$ cat src/rtl/serial_subtractor_pkg.sv
// Shared definitions for the bit-serial subtractor: FSM state encodings and the
// counter-width helper.
package serial_subtractor_pkg;

  typedef enum logic [1:0] {
    ST_IDLE  = 2'd0,
    ST_SHIFT = 2'd1,
    ST_DONE  = 2'd2
  } state_t;

  // Ceiling log2, used to size the bit counter from WIDTH.
  function automatic int clog2(input int value);
    int r;
    int v;
    r = 0;
    v = value - 1;
    while (v > 0) begin
      r = r + 1;
      v = v >> 1;
    end
    return r;
  endfunction

endpackage

$ cat src/rtl/serial_subtractor_bit.sv
// Single-bit full subtractor cell: difference and borrow-out of x - y - bin.
module full_subtractor_bit (
  input  logic x,
  input  logic y,
  input  logic bin,
  output logic d,
  output logic bout
);

  assign d    = x ^ y ^ bin;
  assign bout = (~x & y) | (~(x ^ y) & bin);

endmodule

$ cat src/rtl/serial_subtractor.sv
// Bit-serial WIDTH-bit unsigned subtractor: one full-subtractor cell reused over
// WIDTH cycles, LSB first, with a start/busy/done handshake.
module serial_subtractor
  import serial_subtractor_pkg::*;
#(
  parameter int WIDTH = 8
) (
  input  logic             clk,
  input  logic             rst_n,
  input  logic             start,
  input  logic [WIDTH-1:0] a,
  input  logic [WIDTH-1:0] b,
  output logic             busy,
  output logic             done,
  output logic [WIDTH-1:0] diff,
  output logic             borrow
);

  localparam int            CW   = clog2(WIDTH);
  localparam logic [CW-1:0] LAST = CW'(WIDTH - 1);

  state_t             r_state;
  logic [WIDTH-1:0]   r_sa;
  logic [WIDTH-1:0]   r_sb;
  logic [WIDTH-2:0]   r_sd;
  logic               r_bin;
  logic [CW-1:0]      r_cnt;
  logic               r_busy;
  logic               r_done;
  logic [WIDTH-1:0]   r_diff;
  logic               r_borrow;

  logic               w_d;
  logic               w_bout;
  logic [WIDTH-1:0]   w_sd_next;

  full_subtractor_bit u_bit (
    .x    (r_sa[0]),
    .y    (r_sb[0]),
    .bin  (r_bin),
    .d    (w_d),
    .bout (w_bout)
  );

  // Work register only keeps the WIDTH-1 bits already produced; the final
  // result is the current bit concatenated on top of them.
  assign w_sd_next = {w_d, r_sd};

  always_ff @(posedge clk) begin
    if (!rst_n) begin
      r_state  <= ST_IDLE;
      r_sa     <= '0;
      r_sb     <= '0;
      r_sd     <= '0;
      r_bin    <= 1'b0;
      r_cnt    <= '0;
      r_busy   <= 1'b0;
      r_done   <= 1'b0;
      r_diff   <= '0;
      r_borrow <= 1'b0;
    end else begin
      case (r_state)
        ST_IDLE: begin
          if (start) begin
            r_sa    <= a;
            r_sb    <= b;
            r_sd    <= '0;
            r_bin   <= 1'b0;
            r_cnt   <= '0;
            r_busy  <= 1'b1;
            r_state <= ST_SHIFT;
          end
        end
        ST_SHIFT: begin
          r_sa  <= r_sa >> 1;
          r_sb  <= r_sb >> 1;
          r_sd  <= w_sd_next[WIDTH-1:1];
          r_bin <= w_bout;
          r_cnt <= r_cnt + 1'b1;
          if (r_cnt == LAST) begin
            r_diff   <= w_sd_next;
            r_borrow <= w_bout;
            r_done   <= 1'b1;
            r_state  <= ST_DONE;
          end
        end
        ST_DONE: begin
          r_done  <= 1'b0;
          r_busy  <= 1'b0;
          r_state <= ST_IDLE;
        end
        default: begin
          r_state  <= ST_IDLE;
          r_busy   <= 1'b0;
          r_done   <= 1'b0;
          r_diff   <= '0;
          r_borrow <= 1'b0;
        end
      endcase
    end
  end

  assign busy   = r_busy;
  assign done   = r_done;
  assign diff   = r_diff;
  assign borrow = r_borrow;

endmodule

$ cat config.mk
export PLATFORM = sky130hd
export DESIGN_NAME = serial_subtractor
export DESIGN_NICKNAME = d
export VERILOG_FILES = /design/src/rtl/serial_subtractor_pkg.sv /design/src/rtl/serial_subtractor_bit.sv /design/src/rtl/serial_subtractor.sv
export SDC_FILE = /design/constraint.sdc
export NUM_CORES = 1
export LEC_CHECK = 0
export BUFFER_PORTS_ARGS = -buffer_cell sky130_fd_sc_hd__buf_2
export CAP_MARGIN = 20
export CORE_ASPECT_RATIO = 0.8
export CORE_MARGIN = 2
export CORE_UTILIZATION = 49
export DETAILED_ROUTE_END_ITERATION = 10
export PLACE_DENSITY = 0.73
export SLEW_MARGIN = 20
export SYNTH_ARGS = -nofsm -noshare
export SYNTH_HDL_FRONTEND = slang
export SYNTH_HIERARCHICAL = 1
export SYNTH_SLANG_ARGS = --single-unit
$ cat constraint.sdc
create_clock -name clk -period 1.3 [get_ports clk]
set_input_delay 0 -clock clk [delete_from_list [all_inputs] [get_ports clk]]
set_output_delay 0 -clock clk [all_outputs]
set_load 0.01 [all_outputs]
==> run summary <==
Largest net degree at the start of global routing: 26
R2R cell count: 4
Setup CP Type: reg -> reg
Critical path's top delay family: simple AND/OR/NAND/NOR gates
Area Growth Syn to Fin: 26.3%
Yosys warns: 6
Worst r2r src: r_state[1]$_SDFFE_PN0P_
Routed len/inst: 15.1 um
Initial antenna violation count: 0
H-Tree Depth: 2
Die Wd: 69.2 um
Layout cells sized above 1: 35.0%
GR Util All Layers: 20.1%
Reg-to-Reg End: r_sb[0]$_SDFFE_PN0P_
#FFs+latches synth: 40
HP Class: in -> reg
Setup TNS: 0 ns
DPL Wire Length: 2460 um
Die height: 56.1 um
Hold endpoint: r_sb[3]$_SDFFE_PN0P_
CTS root buffer: clkbuf_8
Synth Area in Compound Gates: 28.0%
Total CTS buffers: 5
DIE AREA: 3880 um2
Worst-path clk slew: 0.08 ns
Final worst-path cycle share: 96.8%
First DRT Iteration DRCs: 75
Clk Latency, worst-skew pair: 0.30 ns
Antenna diodes: 0
Hold Crit Start: b[3]
Nets: 224
Element type at the critical path end: flop
Hold path depth: 3
Status: finished, final reports clean
Dpl cells: 232
Post-synth top area cell: dfxtp_1
Final Max Tran Viols: 0
Max Buffers Root-to-Sink: 2
Commonest non-fill, non-tap cell in the layout: dfxtp_1
Synth top area share: 48.1%
CTS tree: done
Commonest non-fill, non-tap cells in the layout: dfxtp_1 (38), buf_2 (29), nor2b_1 (21)
Pre-antenna DRT Iters: 4
Post-route cell area: 2100 um2
Critical Path Slowest Stage Cell: or3b_1
Finished Core Util: 66.7%
Grt total ovfl: 0
Lkg Pwr: 0.815 nW
Tmin final: 1.26 ns
Largest family of logic cells by synthesized area: compound AO/OA/AOI/OAI gates
Critical Path Source Type: flop
Synth Area in Adders: 2.71%
Buffers on Ports: 29
Mux contribution to synthesized area: 0.602%
DRT Wirelength: 3670 um
DR DRC count: 0
Final setup viols: 0
Fmax: 795 MHz
Crit-path cells: or3b_1 -> buf_4 -> o221ai_1 -> a21oi_1
Total number of vias: 1360
Fin. Hold Viols: 0
Vias in the first global route: 1389
Simple-gate share of the synthesized area: 11.4%
Power per Cell Area: 1260 nW/um2
Buf/Inv on CP: 1
CTS Sinks: 40
Cell Area, Synth: 1660 um2
Syn Nets: 187
Final Non-Filler Cells: 243
Max-cap viol count: 0
Routed Antenna Nets: 0
Starting Density: 52.8%
Core region area: 3150 um2
Distinct cells, synth: 25
Synth Instances: 165
Final RePlAce weighted congestion: 0.740
Peak supply drop: 1.07 mV
Synth top area cells: dfxtp_1 (48%), o221ai_2 (9.0%), nor2b_1 (8.3%)
Worst R2R Setup Slack: 0.04 ns
Post-DP Area: 1890 um2
Crit path largest cell delay: 0.36 ns
XOR/XNOR Fraction of Synth Area: 0%
First-pass GRT wire length: 6090 um
Worst rel slew slack: 65.5%
Critical Path AT: 1.45 ns
I/O Pins: 30
Vias per cell: 5.60
Sequential element share of the synthesized area: 48.1%
Crit Path Max Fanout: 14
Num rows: 18
Worst Path Required: 1.49 ns
Actual slew at the worst max-slew pin: 0.518 ns
Worst Clk Skew: 0.00792 ns
Syn_area_per_cell: 10.1 um2
RSZ-0062 raised after global routing: false
[layout make-up]
cell class,instances,area [um2]
Clock inverter,3,42.5
Clock buffer,5,68.8
Timing Repair Buffer,44,299
Sequential cell,40,803
Multi-Input combinational cell,92,767
Inverter,19,71.3
Tap cell,40,50.0
Fill cell,269,1050
[Yosys cell counts]
cell type  instances
dfxtp_1           40
nor2b_1           22
inv_1             19
a21oi_1           17
a22oi_1           10
o221ai_2          10
a32oi_1            9
buf_2              8
nor2_1             4
o221ai_1           4
clkbuf_1           3
a21boi_0           2
buf_6              2
ha_1               2
nand4_1            2
o21ai_0            2
and3_1             1
buf_4              1
fa_1               1
mux2i_1            1
nand2_1            1
nand2b_1           1
o21ai_1            1
o21bai_2           1
or3b_1             1
[flip-flops by register name (all words and copies together), names as in the netlist]
| register | count |
|---|---|
| done | 1 |
| r_sd | 7 |
| r_sb | 8 |
| borrow | 1 |
| r_cnt | 3 |
| r_sa | 8 |
| diff | 8 |
| busy | 1 |
| r_state | 2 |
| r_bin | 1 |
[metal layers]
layer  GRT usage, %  vias to the layer above  wire length (um)
met2           36.1                       34              1890
met5              0                        -                 0
li1               -                      661                 -
met3           5.98                        8               198
met1           21.4                      657              1500
met4           10.1                        0                73
[metrics by stage]
step | hold slack (ns) | setup slack [ns] | power (mW)
6_report | 0.0157 | 0.0414 | 2.66
5_1_grt | 0.0327 | 0.00174 | 2.77
4_1_cts | 0.00750 | 0.0000182 | 2.67
3_5_place_dp | 0.299 | -0.0484 | 1.65
3_3_place_gp | 0.289 | 0.0554 | 1.64
2_1_floorplan | 0.176 | -0.0515 | 1.55
[tightest hold or removal path, delay by kind of cell]
family / cells / cell delay (ns)
buffers and inverters: 1 / 0.08
AOI/OAI and AO/OA: 2 / 0.20
[repair_timing]
action | 4_1_cts | 5_1_grt
pin swaps | 1 | 1
buffers inserted | 0 | 0
hold buffers | 2 | 0
gates cloned | 1 | 0
setup endpoints to repair | 9 | 20
gates resized for setup | 8 | 9
endpoints found under the hold margin | 2 | 0
[power by group]
group,switching [mW],total [mW],leakage [nW],internal (mW)
Clock,0.442,1.01,0.0541,0.568
Sequential,0.0399,1.33,0.328,1.29
Combinational,0.171,0.320,0.433,0.149
[how the worst max path moves through the flow]
stage / startpoint / to / slack (ns) / depth (start not counted)
floorplan: r_state[0]$_SDFFE_PN0P_ / r_sa[0]$_SDFFE_PN0P_ / -0.05 / 6
global placement: r_sb[0]$_SDFFE_PN0P_ / diff[7]$_SDFFE_PN0P_ / 0.06 / 4
detailed placement: r_cnt[0]$_SDFFE_PN0P_ / diff[4]$_SDFFE_PN0P_ / -0.05 / 6
CTS: r_cnt[0]$_SDFFE_PN0P_ / diff[1]$_SDFFE_PN0P_ / 0.00002 / 6
global route: r_state[1]$_SDFFE_PN0P_ / r_sb[0]$_SDFFE_PN0P_ / 0.002 / 4
finish: r_state[1]$_SDFFE_PN0P_ / r_sb[0]$_SDFFE_PN0P_ / 0.04 / 4
[kinds of logic after synthesis]
family / after synthesis
AND/OR/NAND/NOR: 32
adder cells (fa/ha/maj): 3
AO/OA/AOI/OAI: 56
multiplexers: 1
flip-flops: 40
buffers and inverters: 33
No activity file was read; power rests on OpenSTA's default activity.
